$ cat config.mk
export PLATFORM = sky130hd
export DESIGN_NAME = instr_fetch_control
export DESIGN_NICKNAME = d
export VERILOG_FILES = /design/src/rtl/riscv_ctrl_pkg.sv /design/src/rtl/instr_decoder.sv /design/src/rtl/instr_fetch_control.sv
export SDC_FILE = /design/constraint.sdc
export NUM_CORES = 2
export LEC_CHECK = 0
export BUFFER_PORTS_ARGS = -buffer_cell sky130_fd_sc_hd__buf_2
export CAP_MARGIN = 0
export CORE_MARGIN = 8
export CORE_UTILIZATION = 30
export DETAILED_ROUTE_END_ITERATION = 6
export SYNTH_ARGS = -nofsm -noshare
export SYNTH_HDL_FRONTEND = slang
export SYNTH_HIERARCHICAL = 1
export SYNTH_SLANG_ARGS = --single-unit
$ cat constraint.sdc
create_clock -name clock -period 15.4 [get_ports clock]
set_clock_uncertainty 0.1 [all_clocks]
set_input_delay 0.77 -clock clock [delete_from_list [all_inputs] [get_ports clock]]
set_output_delay 0.77 -clock clock [all_outputs]
set_load 0.02 [all_outputs]
$ cat src/rtl/riscv_ctrl_pkg.sv
// Shared constants and types for the instruction fetch/control front end.
//   - RV32 opcode and function-field constants for the supported subset
//   - ALU operation codes consumed by the datapath
//   - run-control FSM encoding and the decoder's output bundle
package riscv_ctrl_pkg;

  localparam int unsigned XLEN   = 32;
  localparam int unsigned REG_AW = 5;
  localparam int unsigned ALU_W  = 4;

  localparam logic [6:0]      OP_RTYPE   = 7'b0110011;
  localparam logic [6:0]      OP_BRANCH  = 7'b1100011;
  localparam logic [XLEN-1:0] ECALL_WORD = 32'h0000_0073;

  localparam logic [2:0] F3_BEQ = 3'b000;

  // {funct7, funct3} for the supported R-type operations
  localparam logic [9:0] FN_ADD = {7'b0000000, 3'b000};
  localparam logic [9:0] FN_SUB = {7'b0100000, 3'b000};
  localparam logic [9:0] FN_AND = {7'b0000000, 3'b111};
  localparam logic [9:0] FN_OR  = {7'b0000000, 3'b110};
  localparam logic [9:0] FN_SLT = {7'b0000000, 3'b010};

  localparam logic [ALU_W-1:0] ALU_AND = 4'b0000;
  localparam logic [ALU_W-1:0] ALU_OR  = 4'b0001;
  localparam logic [ALU_W-1:0] ALU_ADD = 4'b0010;
  localparam logic [ALU_W-1:0] ALU_SUB = 4'b0110;
  localparam logic [ALU_W-1:0] ALU_SLT = 4'b0111;

  typedef enum logic [1:0] {
    IDLE = 2'd0,
    RUN  = 2'd1,
    HALT = 2'd2
  } state_t;

  typedef struct packed {
    logic [REG_AW-1:0] rs1;
    logic [REG_AW-1:0] rs2;
    logic [REG_AW-1:0] rd;
    logic [ALU_W-1:0]  alu_control;
    logic              regwrite;
    logic              is_branch;
    logic              is_ecall;
    logic              illegal;
    logic [XLEN-1:0]   imm_b;
  } decode_t;

endpackage

$ cat src/rtl/instr_decoder.sv
// Combinational decoder for the supported RV32 subset (R-type ALU ops, BEQ, ECALL).
//   instr : 32-bit instruction word
//   dec   : register fields, alu_control, regwrite, class flags and the
//           sign-extended B-type immediate
// Register fields are zero for anything that does not read/write registers.
module instr_decoder
  import riscv_ctrl_pkg::*;
(
  input  logic [XLEN-1:0] instr,
  output decode_t         dec
);

  logic [6:0] opcode;
  logic [2:0] funct3;
  logic [6:0] funct7;
  logic       rtype_ok;

  assign opcode = instr[6:0];
  assign funct3 = instr[14:12];
  assign funct7 = instr[31:25];

  always_comb begin
    dec      = '0;
    rtype_ok = 1'b0;
    // B-type immediate: {imm[12], imm[11], imm[10:5], imm[4:1], 0}, sign-extended
    dec.imm_b = {{19{instr[31]}}, instr[31], instr[7], instr[30:25], instr[11:8], 1'b0};

    case (opcode)
      OP_RTYPE: begin
        rtype_ok = 1'b1;
        case ({funct7, funct3})
          FN_ADD:  dec.alu_control = ALU_ADD;
          FN_SUB:  dec.alu_control = ALU_SUB;
          FN_AND:  dec.alu_control = ALU_AND;
          FN_OR:   dec.alu_control = ALU_OR;
          FN_SLT:  dec.alu_control = ALU_SLT;
          default: rtype_ok = 1'b0;
        endcase
        if (rtype_ok) begin
          dec.rs1      = instr[19:15];
          dec.rs2      = instr[24:20];
          dec.rd       = instr[11:7];
          dec.regwrite = 1'b1;
        end else begin
          dec.alu_control = '0;
          dec.illegal     = 1'b1;
        end
      end
      OP_BRANCH: begin
        if (funct3 == F3_BEQ) begin
          // compare is done by the datapath as a subtraction
          dec.rs1         = instr[19:15];
          dec.rs2         = instr[24:20];
          dec.alu_control = ALU_SUB;
          dec.is_branch   = 1'b1;
        end else begin
          dec.illegal = 1'b1;
        end
      end
      default: begin
        if (instr == ECALL_WORD) dec.is_ecall = 1'b1;
        else                     dec.illegal  = 1'b1;
      end
    endcase
  end

endmodule

$ cat src/rtl/instr_fetch_control.sv
// Fetch/control front end: PC, program-loadable instruction memory, decode and
// BEQ resolution, plus an IDLE/RUN/HALT run-control FSM.
//   clock, reset         : clock, asynchronous active-high reset
//   start                : from IDLE/HALT, restart execution at RESET_PC
//   prog_we/addr/data    : program write port, honoured outside RUN
//   zero_flag            : datapath zero result for the current instruction
//   read_reg_num1/2,
//   write_reg,
//   alu_control,
//   regwrite             : datapath controls, zero unless running
//   pc                   : current PC
//   running, halted      : FSM status
//   illegal_instr        : sticky, set when a halt was caused by an illegal condition
module instr_fetch_control
  import riscv_ctrl_pkg::*;
#(
  parameter int unsigned IMEM_DEPTH = 64,
  parameter logic [31:0] RESET_PC   = 32'h0000_0000
) (
  input  logic                          clock,
  input  logic                          reset,
  input  logic                          start,
  input  logic                          prog_we,
  input  logic [$clog2(IMEM_DEPTH)-1:0] prog_addr,
  input  logic [31:0]                   prog_data,
  input  logic                          zero_flag,
  output logic [4:0]                    read_reg_num1,
  output logic [4:0]                    read_reg_num2,
  output logic [4:0]                    write_reg,
  output logic [3:0]                    alu_control,
  output logic                          regwrite,
  output logic [31:0]                   pc,
  output logic                          running,
  output logic                          halted,
  output logic                          illegal_instr
);

  localparam int unsigned     AW       = $clog2(IMEM_DEPTH);
  localparam logic [XLEN-1:0] PC_LIMIT = XLEN'(4 * IMEM_DEPTH);

  state_t          state_q, state_d;
  logic [XLEN-1:0] pc_q, pc_d;
  logic            illegal_q, illegal_d;
  logic [XLEN-1:0] seq_pc, br_target, next_pc;
  logic [XLEN-1:0] imem [IMEM_DEPTH];
  logic [XLEN-1:0] instr;
  decode_t         dec;
  logic            run_c;

  assign run_c = (state_q == RUN);

  // Program store: writes only while not executing; contents survive reset
  always_ff @(posedge clock) begin
    if (prog_we && !run_c && !reset) imem[prog_addr] <= prog_data;
  end

  // Asynchronous word fetch so decode is available in the same cycle
  assign instr = imem[pc_q[AW+1:2]];

  instr_decoder u_decoder (
    .instr (instr),
    .dec   (dec)
  );

  assign seq_pc    = pc_q + XLEN'(4);
  assign br_target = pc_q + dec.imm_b;

  // State register
  always_ff @(posedge clock or posedge reset) begin
    if (reset) begin
      state_q   <= IDLE;
      pc_q      <= RESET_PC;
      illegal_q <= 1'b0;
    end else begin
      state_q   <= state_d;
      pc_q      <= pc_d;
      illegal_q <= illegal_d;
    end
  end

  // Next-state: run control and PC update
  always_comb begin
    state_d   = state_q;
    pc_d      = pc_q;
    illegal_d = illegal_q;
    next_pc   = seq_pc;

    case (state_q)
      IDLE, HALT: begin
        if (start) begin
          state_d   = RUN;
          pc_d      = RESET_PC;
          illegal_d = 1'b0;
        end
      end
      RUN: begin
        if (dec.is_branch && zero_flag) next_pc = br_target;

        if (dec.illegal) begin
          state_d   = HALT;
          illegal_d = 1'b1;
        end else if (dec.is_ecall) begin
          state_d = HALT;
        end else if ((next_pc[1:0] != 2'b00) || (next_pc >= PC_LIMIT)) begin
          // misaligned target or fetch outside imem (negative wraps high); pc holds
          state_d   = HALT;
          illegal_d = 1'b1;
        end else begin
          pc_d = next_pc;
        end
      end
      default: state_d = IDLE;
    endcase
  end

  // Controls are gated by RUN, so an async reset silences them at once
  assign read_reg_num1 = run_c ? dec.rs1         : '0;
  assign read_reg_num2 = run_c ? dec.rs2         : '0;
  assign write_reg     = run_c ? dec.rd          : '0;
  assign alu_control   = run_c ? dec.alu_control : '0;
  assign regwrite      = run_c ? dec.regwrite    : 1'b0;

  assign pc            = pc_q;
  assign running       = run_c;
  assign halted        = (state_q == HALT);
  assign illegal_instr = illegal_q;

endmodule
* Word-level counts from Yosys, hierarchy flattened *
Memories as Yosys holds them, arrays and structs flattened.
Cells that the tools add are included.

word-level totals
  memories = 1
  memory bits (read-only) = 0
  memory bits (writable) = 2048
  input port bits = 43
  word-level logic and storage cells = 84
  bits in latches = 0
  output and inout bits = 55
  flip-flop bits (word level) = 35

memories
  memory  depth  width  rd ports  clocked after Yosys merged registers in  wr ports  line                       text
  imem    64     32     1         0                                        1         instr_fetch_control.sv:45  logic [XLEN-1:0] imem [IMEM_DEPTH];

cells by class
  reduce and logical (&&, ||, !) cells = 17
  equal/unequal tests = 16
  bitwise gates (word level) = 0
  multiply operators = 0
  shifts and indexed selects = 0
  muxes and demuxes = 44
  add/sub/neg operators = 2
  $lt $le $gt $ge = 1
  divide/modulo/power cells = 0

operators with widths
  kind                                                   count
  two-way mux 32 bit                                     6
  case mux 32 bit (2 select lines)                       1
  adder 32 x 3 -> 32 bit (second input constant)         1
  adder 32 bit                                           1
  equality test 32 x 7 -> 1 bit (second input constant)  1
  >= comparator 32 x 9 -> 1 bit (second input constant)  1
  equality test 10 x 3 -> 1 bit (second input constant)  2
  two-way mux 5 bit                                      4
  case mux 10 bit (2 select lines)                       1
  two-way mux 1 bit                                      18
  two-way mux 15 bit                                     1
  case mux 3 bit (4 select lines)                        1
  equality test 10 x 2 -> 1 bit (second input constant)  1
  equality test 10 x 9 -> 1 bit (second input constant)  1
  zero test 10 bit                                       1
  two-way mux 10 bit                                     1
  two-way mux 2 bit                                      4
  != test 2 bit (second input constant)                  4
  equality test 7 x 6 -> 1 bit (second input constant)   1
  equality test 7 bit (second input constant)            1
  two-way mux 3 bit                                      2
  case mux 3 bit (2 select lines)                        1
  AND reduction 5 bit                                    1
  OR reduction 5 bit                                     1
  17 further kinds                                       23

* Logic depth before layout (Yosys ltp) *
An unclocked memory read counts as a cell.

  word-level depth = 13
  mapped depth = 24
  mapped depth without buffers = 18

* Modules after synthesis *
Netlist, hierarchy kept.

by module, submodules not included
  module               cells an instance  area an instance (µm²)  seq. area each (µm²)  times used
  instr_fetch_control  4388               82540.4                 62374.8               1
  instr_decoder        82                 584.3                   0.0                   1

* Worst setup path before layout *
No wires, ideal clock.

  path type = register to register
  from = reg pc_q[2] (netlist: pc[2])
  to = reg pc_q[19] (netlist: pc[19])
  stages on the path, launching flop included = 25
  required time = 15181 ps
  clock period less this slack = 6329 ps
  setup slack = 9071 ps
  setup time = 119 ps
  buffers on the path = 7
  arrival = 6110 ps
  cell sequence = dfrtp_1 -> clkbuf_1 -> clkbuf_1 -> clkbuf_1 -> buf_1 -> mux2i_1 -> o221ai_1 -> o22ai_1 -> nor3_1 -> a21oi_1 -> a21oi_1 -> buf_4 -> ha_1 -> clkbuf_1 -> a21oi_1 -> o21ai_1 -> a32oi_1 -> nand2_1 -> or3_1 -> a211oi_1 -> o2111ai_1 -> nor4_4 -> a21oi_2 -> clkbuf_1 -> and2_1

on the way
  elaborated cells between the ends (all ways) = 38
  those cells by class = add/sub (2); order compare (1); eq/ne (10); mux (16); reduce/logical (8); memory (1)

RTL lines
  item                                                                  line                       text
  from (decl)                                                           instr_fetch_control.sv:42  logic [XLEN-1:0] pc_q, pc_d;
  from (signal assigned)                                                instr_fetch_control.sv:76  pc_q <= pc_d;
  memory (64 x 32 bit) (*)                                              --
  named net instr[31]                                                   instr_fetch_control.sv:46  logic [XLEN-1:0] instr;
  parallel branches: the longest is 8 deep, another holds adder 32 bit  --

Mark *: on every way through the listed nets, which the timed path passes. The select of a mux whose other input is x is not followed.
A chain may end at the register's enable or synchronous reset.

==> impl_metrics.tcl <==
set metrics [dict create \
    first_pass_iters 5 \
    cp_num_buf_inv 3 \
    drt-met1-wl_um 93300 \
    crit_fanout 51 \
    yosys_warnings 6 \
    rsz0062_at_grt "false" \
    grt_max_degree 115 \
    fin_crit_sh 0.566 \
    wl_per_cell_um 27.3 \
    finalHoldViolCount 0 \
    via_per_inst 5.25 \
    synth_fa_ha_area_frac 0.00506 \
    fmaxAchievable_mhz 115 \
    synth_area_leader_cell "edfxtp_1" \
    hold_class "input port to flip-flop" \
    arrival_ns 7.85 \
    cts_hold_buf 1 \
    crit_required_ns 14.53 \
    insertion_delay_ns 0.85 \
    dieArea_um2 294000 \
    cts_resized 0 \
    crit_type "flip-flop to primary output" \
    drc 0 \
    async_reset_ff_frac 0.0168 \
    grt_usage 0.152 \
    startpoint_type "flip-flop" \
    clk_pin_slew_worst_paths_ns 0.06 \
    antenna_found_initial 29 \
    grt_pass1_wl_um 327000 \
    core_region_area_um2 276000 \
    numCtsBuffers 195 \
    yosysUniqueCellTypes 73 \
    synth_top_family_by_area "multiplexers" \
    initial_utilization 0.301 \
    syn_inst 4470 \
    die_y_um 542 \
    routed_wl_um 232000 \
    yosys_register_bits 2083 \
    die_w_um 542 \
    relSlewSlack 0.0783 \
    fin_area_um2 94700 \
    synth-simple-area-share 0.0293 \
    antenna_left 0 \
    drive_above_1_share 0.181 \
    crit_path_end_kind "primary output" \
    critPathSlowestCell "nor4bb_1" \
    globalRouteOverflowTotal 0 \
    status "finished clean" \
    port_buffers 96 \
    drtIter0Drc 4906 \
    synth-xor-area-share 0.00421 \
    synth_edf_count 2048 \
    cts_sinks 2083 \
    period_minus_slack_ns 8.72 \
    synthToLayoutAreaGrowth_pct 14.0 \
    ys.flop_type "edfxtp_1" \
    maxCapViolCount 0 \
    grt_pass1_vias 44463 \
    place.gp.congestion 0.835 \
    finalSetupViolCount 0 \
    syn-cell-area_um2 83100 \
    power_density_nw_per_um2 116 \
    vdd_drop_max_mv 0.123 \
    synth.area.mux_share 0.133 \
    routed.top_layer "met5" \
    finalSetupTns_ns 0 \
    crit_family "simple AND/OR/NAND/NOR gates" \
    ys_seq_area_frac 0.750 \
    netlist.area_leader.share 0.740 \
    clockBufferDepth 3 \
    ios 98 \
    h-tree-depth 4 \
    cts_tree "yes" \
    syn_area_per_cell_um2 18.6 \
    max_slew.worst_pin.slew_ns 1.36 \
    crit_chain "buf_4 -> buf_4 -> mux2i_1 -> o221ai_1 -> o22ai_1 -> nor3_1 -> a21oi_1 -> a21oi_1 -> nor4bb_1 -> nand4_1 -> or2_4 -> o21ai_0 -> and2_1 -> buf_2" \
    hold_slack_ns 0.186 \
    final_max_slew_viol_count 0 \
    dr_wl_met3_um 16300 \
    synth.area.top_cells "edfxtp_1 74%, mux4_2 7.4%, mux2i_1 5.9%" \
    vias 44540 \
    met2WireLength_um 113000 \
    p_leak_nw 28.0 \
    post_cts_buffers 0 \
    rows 193 \
    clockRootBuffer "clkbuf_16" \
    synth_compound_area_frac 0.0616 \
    final_nets 4685 \
    place_area_um2 88600 \
    cpPeakStageDelay_ns 1.14 \
    dpl.hpwl_um 123000 \
]
-- tightest hold or removal path: cells and delay by family --
| family | cells | cell delay, ns |
|---|---|---|
| buffers and inverters | 1 | 0.11 |
| AO/OA/AOI/OAI | 3 | 0.20 |
-- final timing paths --
path | to | start | slack, ns | cells after the start
worst max-delay path | alu_control[1] | pc[2]$_DFFE_PP0P_ | 6.68 | 14
worst min-delay path | state_q[1]$_DFFE_PP0P_ | start | 0.19 | 4
worst max register to register | pc[2]$_DFFE_PP0P_ | pc[2]$_DFFE_PP0P_ | 6.69 | 20
worst min register to register | illegal_instr$_DFFE_PP0P_ | illegal_instr$_DFFE_PP0P_ | 0.54 | 2
max in group asynchronous | pc[2]$_DFFE_PP0P_ | reset | 14.32 | 4
min in group asynchronous | illegal_instr$_DFFE_PP0P_ | reset | 0.51 | 4
-- cells in the final DEF, fill, tap and decap left out, types with 6 or more instances in the layout --
master      synthesis  routed
nor3_1             83      83
o21ai_0            15      15
nand3_1            19      19
nor4_1             10      10
clkbuf_16           0     199
bufinv_16           0       9
nor2_1            172     108
and3_1             17      17
mux4_2            274     274
and2_1             54      54
a31oi_1            13      13
inv_1              13      13
nor2b_1             6       6
buf_12              0       6
or3_1               6       6
a211oi_1           39      39
clkbuf_1          169      47
buf_2              27      96
a41oi_1             7       7
buf_4              35     132
a21oi_1           232     231
nand2_1            76      75
clkinv_1            0      41
edfxtp_1         2048    2048
clkinvlp_4          0       7
a21o_1              7       7
mux2i_1           491     491
o221ai_1          243     243
diode_2             0      14
nand4_1            22      22
o31ai_1             6       6
xor2_1             26      26
clkinv_2            0      33
dfrtp_1            35      30
ha_1               32      32
o21ai_1            10      10
nor2_4              0      64
xnor2_1            14      14
o22ai_1           125     125
-- state kept, by name, indices dropped and copies added (netlist names) --
signal and count:
state_q 2, imem 2048, pc 32, illegal_instr 1
-- synthesized netlist by cell type, drive strengths merged, types with 14 or more instances --
master and n:
edfxtp 2048, mux2i 491, mux4 274, o221ai 243, a21oi 233, nor2 172, clkbuf 169, o22ai 126
buf 125, nor3 83, nand2 76, and2 54, a211oi 39, dfrtp 35, ha 32, o21ai 26
xor2 26, nand4 22, nand3 19, and3 17, inv 17, xnor2 14
-- stage by stage --
stage                      util  total power [mW]  cells  setup WS (ns)
after global placement    0.321              6.53   8116           6.78
after detailed placement  0.321              6.54   8116           6.80
after CTS                 0.343              11.1   8467           6.73
after global routing      0.343              11.3   8472           6.19
after floorplan               -              6.40   4471           9.07
final                     0.343              11.0   8481           6.68
-- power breakdown --
part | internal (mW) | switching, mW | total (mW)
logic | 0.0223 | 0.147 | 0.170
registers | 6.24 | 0.00508 | 6.24
clock network | 2.53 | 2.08 | 4.61
-- routing by layer --
| metal | vias to the layer above | track usage |
|---|---|---|
| met5 | - | 0 |
| met1 | 23511 | 0.197 |
| met2 | 1831 | 0.256 |
| met3 | 391 | 0.0250 |
| met4 | 10 | 0.0581 |
| li1 | 18797 | - |
-- cell families after synthesis --
kind of cell	Yosys count
buffers and inverters	311
muxes	765
xor gates and xnor gates	40
and+or+nand+nor	495
AOI/OAI and AO/OA	742
DFF	2083
adders and majority gates	33
other	1
-- area by class of cell --
type	instances	area, µm²
well taps	3705	4640
diodes	14	35.0
flip-flops and latches	2083	62400
repair buffers	235	1600
fillers	25725	181000
multi-input cells	2077	19900
clock buffers	247	5170
clock inverters	103	896
inverters	17	73.8
No activity file was read; power rests on OpenSTA's default activity.
